**src/rtl/acc_stream_arbiter.sv**
```systemverilog
// rtl/acc_stream_arbiter.sv - packet-granular round-robin arbiter feeding the accumulator stream input
module acc_stream_arbiter #(
    parameter int DATA_W    = 32,
    parameter int MAX_BEATS = 256,
    parameter int CNT_W     = 16
) (
    input  logic              axi_clk,
    input  logic              axi_rst,
    input  logic [DATA_W-1:0] s0_axis_data,
    input  logic              s0_axis_valid,
    input  logic              s0_axis_last,
    output logic              s0_axis_ready,
    input  logic [DATA_W-1:0] s1_axis_data,
    input  logic              s1_axis_valid,
    input  logic              s1_axis_last,
    output logic              s1_axis_ready,
    output logic [DATA_W-1:0] m_axis_data,
    output logic              m_axis_valid,
    output logic              m_axis_last,
    input  logic              m_axis_ready,
    output logic [1:0]        o_grant,
    output logic              o_pkt_done,
    output logic              o_pkt_src,
    output logic              o_trunc,
    output logic [CNT_W-1:0]  o_pkt_cnt0,
    output logic [CNT_W-1:0]  o_pkt_cnt1
);

    typedef enum logic [1:0] {IDLE, GNT0, GNT1} state_t;

    localparam logic [15:0]      LAST_BEAT = 16'(MAX_BEATS - 1);
    localparam logic [CNT_W-1:0] CNT_ONE   = {{(CNT_W-1){1'b0}}, 1'b1};

    state_t      state;
    state_t      state_nxt;
    logic        last_srv;
    logic [15:0] beat_cnt;
    logic        beat;
    logic        done;
    logic        src_last;
    logic        cur_port;

    assign cur_port = (state == GNT1);

    always_comb begin
        state_nxt     = state;
        s0_axis_ready = 1'b0;
        s1_axis_ready = 1'b0;
        m_axis_data   = '0;
        m_axis_valid  = 1'b0;
        m_axis_last   = 1'b0;
        src_last      = 1'b0;
        beat          = 1'b0;
        done          = 1'b0;
        case (state)
            IDLE: begin
                // On contention the port not served last wins
                if (s0_axis_valid && s1_axis_valid)
                    state_nxt = last_srv ? GNT0 : GNT1;
                else if (s0_axis_valid)
                    state_nxt = GNT0;
                else if (s1_axis_valid)
                    state_nxt = GNT1;
            end
            GNT0: begin
                m_axis_data   = s0_axis_data;
                m_axis_valid  = s0_axis_valid;
                s0_axis_ready = m_axis_ready;
                src_last      = s0_axis_last;
                beat          = s0_axis_valid && m_axis_ready;
            end
            GNT1: begin
                m_axis_data   = s1_axis_data;
                m_axis_valid  = s1_axis_valid;
                s1_axis_ready = m_axis_ready;
                src_last      = s1_axis_last;
                beat          = s1_axis_valid && m_axis_ready;
            end
            default: state_nxt = IDLE;
        endcase
        if (state != IDLE) begin
            // Oversized packets are cut at MAX_BEATS; the rest arrives as a new packet
            m_axis_last = src_last || (beat_cnt == LAST_BEAT);
            done        = beat && m_axis_last;
            if (done)
                state_nxt = IDLE;
        end
    end

    always_ff @(posedge axi_clk or posedge axi_rst) begin
        if (axi_rst) begin
            state      <= IDLE;
            last_srv   <= 1'b1;
            beat_cnt   <= '0;
            o_grant    <= 2'b00;
            o_pkt_done <= 1'b0;
            o_pkt_src  <= 1'b0;
            o_trunc    <= 1'b0;
            o_pkt_cnt0 <= '0;
            o_pkt_cnt1 <= '0;
        end else begin
            state      <= state_nxt;
            o_grant    <= {state_nxt == GNT1, state_nxt == GNT0};
            o_pkt_done <= done;
            o_trunc    <= done && !src_last;
            if (done) begin
                beat_cnt  <= '0;
                last_srv  <= cur_port;
                o_pkt_src <= cur_port;
                if (cur_port)
                    o_pkt_cnt1 <= o_pkt_cnt1 + CNT_ONE;
                else
                    o_pkt_cnt0 <= o_pkt_cnt0 + CNT_ONE;
            end else if (beat) begin
                beat_cnt <= beat_cnt + 16'd1;
            end
        end
    end

endmodule

```
**config.mk**
```make
export PLATFORM = sky130hd
export DESIGN_NAME = acc_stream_arbiter
export DESIGN_NICKNAME = d
export VERILOG_FILES = /design/src/rtl/acc_stream_arbiter.sv
export SDC_FILE = /design/constraint.sdc
export NUM_CORES = 1
export LEC_CHECK = 0
export CAP_MARGIN = 10
export CELL_PAD_IN_SITES_DETAIL_PLACEMENT = 0
export CELL_PAD_IN_SITES_GLOBAL_PLACEMENT = 1
export CORE_MARGIN = 4
export CORE_UTILIZATION = 31
export DETAILED_ROUTE_END_ITERATION = 6
export GPL_TIMING_DRIVEN = 0
export PLACE_DENSITY_LB_ADDON = 0.1
export SKIP_CTS_REPAIR_TIMING = 1
export SYNTH_ARGS = -nofsm -noshare
export SYNTH_HDL_FRONTEND = slang
export SYNTH_SLANG_ARGS = --single-unit
export TNS_END_PERCENT = 10
```
**constraint.sdc**
```tcl
create_clock -name axi_clk -period 2.7 [get_ports axi_clk]
set_clock_uncertainty 0.15 [all_clocks]
set_input_delay 0.405 -clock axi_clk [delete_from_list [all_inputs] [get_ports axi_clk]]
set_output_delay 0.405 -clock axi_clk [all_outputs]
set_load 0.05 [all_outputs]
```
### Word level (Yosys, flattened, before mapping)

Index checks and enable logic that the tools add are counted.

| storage, ports and cells | value |
|---|---|
| flip-flop bits (word level) | 56 |
| RAM bits | 0 |
| bits of input ports | 71 |
| word-level logic and storage cells | 48 |
| output and inout bits | 73 |
| memories kept | 0 |
| bits in read-only memories | 0 |
| latch bits | 0 |

| cells by class | value |
|---|---|
| mux-type cells | 17 |
| multiply operators | 0 |
| equal/unequal tests | 5 |
| $add $sub $neg | 3 |
| div/mod/pow operators | 0 |
| shift operators | 0 |
| reduce and logical (&&, ||, !) cells | 13 |
| $lt $le $gt $ge | 0 |
| bitwise operators | 1 |

Operators by type and width:

| cell | count |
|---|---|
| 32-bit case mux with 2 select lines | 1 |
| 16-bit by 1-bit adder with 16-bit output, second input constant | 3 |
| 16-bit two-way mux | 2 |
| 16-bit by 8-bit == test with 1-bit output, second input constant | 1 |
| 2-bit two-way mux | 6 |
| 1-bit case mux with 2 select lines | 3 |
| 1-bit logical AND | 5 |
| 2-bit by 1-bit == test with 1-bit output, second input constant | 2 |
| 2-bit == test, second input constant | 2 |
| 1-bit two-way mux | 4 |
| 2-bit case mux with 2 select lines | 1 |
| 2-bit AND reduction | 2 |
| 2-bit nonzero test | 2 |
| 2-bit zero test | 1 |
| 2-bit OR reduction | 1 |
| 1-bit zero test | 1 |
| 1-bit logical OR | 1 |
| 1-bit NOT | 1 |

### Logic depth before layout (Yosys ltp)

| logic depth | value |
|---|---|
| word-level depth | 7 |
| gate-level depth with buffers | 11 |
| gate-level depth less buffers | 8 |

### Worst setup path before layout

Ideal clock, no wire load.

| path | value |
|---|---|
| kind | reg-to-output |
| from | reg state[1] |
| to | out m_axis_last |
| cell stages (with the launch flop) | 8 |
| buffers on the path | 1 |
| path slack | 0.153 ns |
| arrival | 1.992 ns |
| data required time | 2.145 ns |
| cells stage by stage | dfrtp_1 -> inv_1 -> ha_1 -> clkbuf_1 -> a22oi_1 -> nor3b_2 -> nor2_1 -> inv_1 |

| on the way | value |
|---|---|
| word-level cells in the longest chain between the ends | 4 |
| elaborated cells on any way between the ends | 6 |
| classes of those cells | eq/ne (2); mux (2); reduce/logical (2) |

RTL lines:

| what | line | RTL |
|---|---|---|
| start, declared | 34 | `state_t state;` |
| start signal, assigned | 102 | `state <= state_nxt;` |
| 2-bit == test / 2-bit by 1-bit == test with 1-bit output (equally long branches) | 55 | `case (state)` |
| 1-bit case mux with 2 select lines | 55 |  |
| 1-bit logical OR | 83 | `m_axis_last = src_last \|\| (beat_cnt == LAST_BEAT);` |
| 1-bit two-way mux * | 81 | `if (state != IDLE) begin` |
| end, declared | 19 | `output logic m_axis_last,` |

Every way passes the cells marked *; elsewhere a longest branch is shown, timed or not.

### Final worst setup path

| path | value |
|---|---|
| from | reg state[0] |
| to | out m_axis_data[11] |

| on the way | value |
|---|---|
| word-level cells in the longest chain between the ends | 2 |
| elaborated cells on any way between the ends | 3 |
| classes of those cells | eq/ne (2); mux (1) |

RTL lines:

| what | line | RTL |
|---|---|---|
| 2-bit == test | -- |  |
| named net cur_port | 41 | `logic cur_port;` |
| 32-bit case mux with 2 select lines | 55 |  |
| end, declared | 17 | `output logic [DATA_W-1:0] m_axis_data,` |

The timed path passes the listed nets, and every way through them passes these cells.

==> flow_summary_export.csv <==
group,metric,value,unit
status,outcome,"complete, but fails checks",
status,violations,"setup timing",
placed_design,dp_hpwl,8000,um
worst_hold_path,hp-class,"reg -> reg",
detailed_routing,drcViolationCount,0,
timing,hold_slack,327,ps
floorplan,core-area,10400,um2
global_route,grt_pass1_wl,16800,um
layout,fill_cells,1046,
detailed_routing,wl,10400,um
synthesis,synth_largest_area_cell,"dfrtp_1",
synthesis,synth_top_family_by_area,"simple AND/OR/NAND/NOR gates",
power_and_ir_drop,leakage,2.18,nW
global_route,grt_pass1_vias,3110,
timing,max_slew_margin,0.457,
worst_hold_path,hold_path_depth,1,
synthesis,synthMuxAreaShare,0.0133,
timing,tns,-332,ps
timing,clock.fmax,0.361,GHz
floorplan,fp.dieH,111,um
detailed_routing,drt-initial-drc-count,205,
synthesis,synth-seq-area-share,0.425,
placed_design,io_buffer_count,143,
clock_tree,numCtsBuffers,5,
detailed_routing,ant_nets,0,
placed_design,gp_congestion,0.822,
synthesis,syn-instance-count,350,
layout,synthToLayoutAreaGrowth,49.6,%
synthesis,ys_ff_latch,56,
power_and_ir_drop,pwr_density_cell,794,nW/um2
synthesis,avgSynthCellArea,9.44,um2
synthesis,yosysTopAreaCellShare,0.417,
global_route,overflow,0,
worst_setup_path,criticalPathCategory,"reg -> out",
timing,setup_ws,-71.7,ps
floorplan,io_pins,144,
clock_tree,cts_tree,"built",
timing,finalCritPeriodShare,1.03,
floorplan,die-area,12400,um2
clock_tree,cts_sinks,56,
worst_setup_path,crit_cells,7,
timing,hold_viol_final,0,
worst_setup_path,cp_cell_sequence,"inv_2 > ha_1 > clkbuf_4 > clkbuf_1 > a22oi_1 > nor2b_1 > clkbuf_2",
detailed_routing,vias,3159,
synthesis,synth_nets,428,
timing,setup_viol,10,
power_and_ir_drop,total_power,3.92,mW
timing,post-route-min-period,2770,ps
global_route,track_usage,0.166,
worst_setup_path,worstPathRequired,2140,ps
placed_design,dp_slack,-963,ps
worst_setup_path,worstPathMaxFanout,10,
power_and_ir_drop,vdd_drop_max,0.439,mV
clock_tree,cts.clk_slew.worst_paths,90,ps
synthesis,synthAdderAreaFrac,0.0265,
timing,rsz0062_at_grt,"yes",
layout,nNetsFinal,581,
worst_setup_path,worstSetupEndpointType,"output port",
worst_setup_path,reg2reg_depth,10,
synthesis,syn-cell-area,3300,um2
synthesis,synthTopCellsByArea,"dfrtp_1 42%, a22oi_1 7.7%, nor2b_1 6.6%",
clock_tree,clk_path_buf_depth,2,
worst_setup_path,max_stage_delay,430,ps
floorplan,die_w,111,um
timing,worst_pin_slew,814,ps
floorplan,start_util,0.319,
clock_tree,cts-htree-levels,2,
layout,drive_gt1_frac,0.155,
synthesis,yosysUniqueCellTypes,45,
layout,antenna_cells,0,
worst_setup_path,slowest_stage,"dfrtp_1",
detailed_routing,wl_per_cell,16.3,um
timing,drv_slew,0,
synthesis,yosysWarnings,0,
floorplan,placementRows,37,
clock_tree,root_buffer,"clkbuf_8",
worst_setup_path,critical_path_buf_inv_count,4,
flow_run,maxCapViolations,0,
clock_tree,clk_latency,310,ps
worst_setup_path,worstPathArrival,2220,ps
global_route,antenna_found_initial,0,
worst_setup_path,worst_setup_path_start_kind,"register",
worst_setup_path,path_delay_family,"buffers and inverters",
detailed_routing,dr.pass1.iters,4,
global_route,grt_max_degree,38,
synthesis,synth_compound_area_frac,0.145,
synthesis,synth_simple_gate_area_frac,0.273,
detailed_routing,via_per_inst,4.94,
synthesis,synthXorXnorAreaFrac,0.0848,
## cells in the mapped netlist (all sizes together)
cell type,n
nand4,15
nor2b,35
nor2,16
dfstp,1
a211oi,1
o31ai,2
o311ai,2
and4bb,1
mux2,3
a21o,2
nand3,21
and3,8
o211ai,1
mux2i,1
nand2b,3
and2,4
o41ai,2
xor2,12
o21ai,12
nor4,1
or3b,1
and4,4
or3,4
o22ai,2
a22oi,34
inv,8
nand4b,1
dfrtp,55
clkinv,1
nand3b,1
nor3,8
a31oi,1
or4,3
or2,1
buf,5
a21oi,8
nor3b,1
xnor2,20
nand2,31
ha,7
clkbuf,11
## area by class of cell
type / count / area, um2 / area share
Inverter: 9 / 36.3 / 0.00734
Clock buffer: 6 / 72.6 / 0.0147
Timing Repair Buffer: 147 / 1340 / 0.271
Tap cell: 136 / 170 / 0.0344
Buffer: 15 / 95.1 / 0.0192
Multi-Input combinational cell: 269 / 1810 / 0.366
Sequential cell: 56 / 1400 / 0.284
Clock inverter: 2 / 13.8 / 0.00278
## sequential cells by signal, indices dropped and copies added, names as in the netlist
signal	cells
o_pkt_src	1
last_srv	1
o_pkt_cnt0	16
state	2
o_pkt_cnt1	16
o_pkt_done	1
o_trunc	1
o_grant	2
beat_cnt	16
## cell usage in the layout, fill, tap and decap left out, types with 4 or more instances in the layout
cell / instances
nand3_1: 21
or3_1: 4
nand4_1: 14
a21oi_1: 8
buf_4: 4
xor2_1: 12
clkdlybuf4s50_1: 107
and3_1: 8
ha_1: 6
xnor2_1: 20
a22oi_1: 33
nor3_1: 8
dlymetal6s2s_1: 4
clkbuf_4: 9
and2_1: 4
nor2b_1: 35
nor2_1: 15
dfrtp_1: 54
inv_1: 6
and4_1: 4
clkbuf_8: 5
buf_2: 4
o21ai_0: 11
clkbuf_2: 31
nand2_1: 31
## metrics by stage
step | utilization | area (um2) | cells
2_1_floorplan | - | 3300 | 350
3_3_place_gp | 0.473 | 4900 | 629
3_5_place_dp | 0.476 | 4930 | 630
4_1_cts | 0.484 | 5020 | 638
5_1_grt | 0.477 | 4940 | 640
6_report | 0.477 | 4940 | 640
## path summary, 6_finish.rpt
kind                            slack [ps]            from               to
worst max-delay path                   -70        state[0]  m_axis_data[11]
worst min-delay path                   330  o_pkt_cnt0[15]   o_pkt_cnt0[15]
worst max register to register         170        state[0]       o_grant[0]
worst min register to register         330  o_pkt_cnt0[15]   o_pkt_cnt0[15]
max in group asynchronous             1320         axi_rst         last_srv
min in group asynchronous              410         axi_rst          o_trunc
## routing by layer
layer  global-route usage  vias to the layer above  part of all wire
li1                     -                     1559                 -
met1                0.215                     1513              0.44
met2                0.285                       77              0.51
met3               0.0349                       10             0.038
met4               0.0357                        0             0.013
met5                    0                        -                 0
## report_power, final
part	switching (mW)	leakage [nW]	internal, mW	total [mW]
logic	1.61	1.38	0.810	2.42
registers	0.101	0.755	0.940	1.04
clock network	0.281	0.0456	0.186	0.467
total	1.99	2.18	1.94	3.92
## logic make-up after synthesis
kind of cell | after synthesis
AND/OR/NAND/NOR | 159
AO/OA/AOI/OAI | 67
XOR/XNOR | 32
multiplexers | 4
buffers and inverters | 25
flip-flops | 56
adder cells (fa/ha/maj) | 7
No activity file was read; power rests on OpenSTA's default activity.
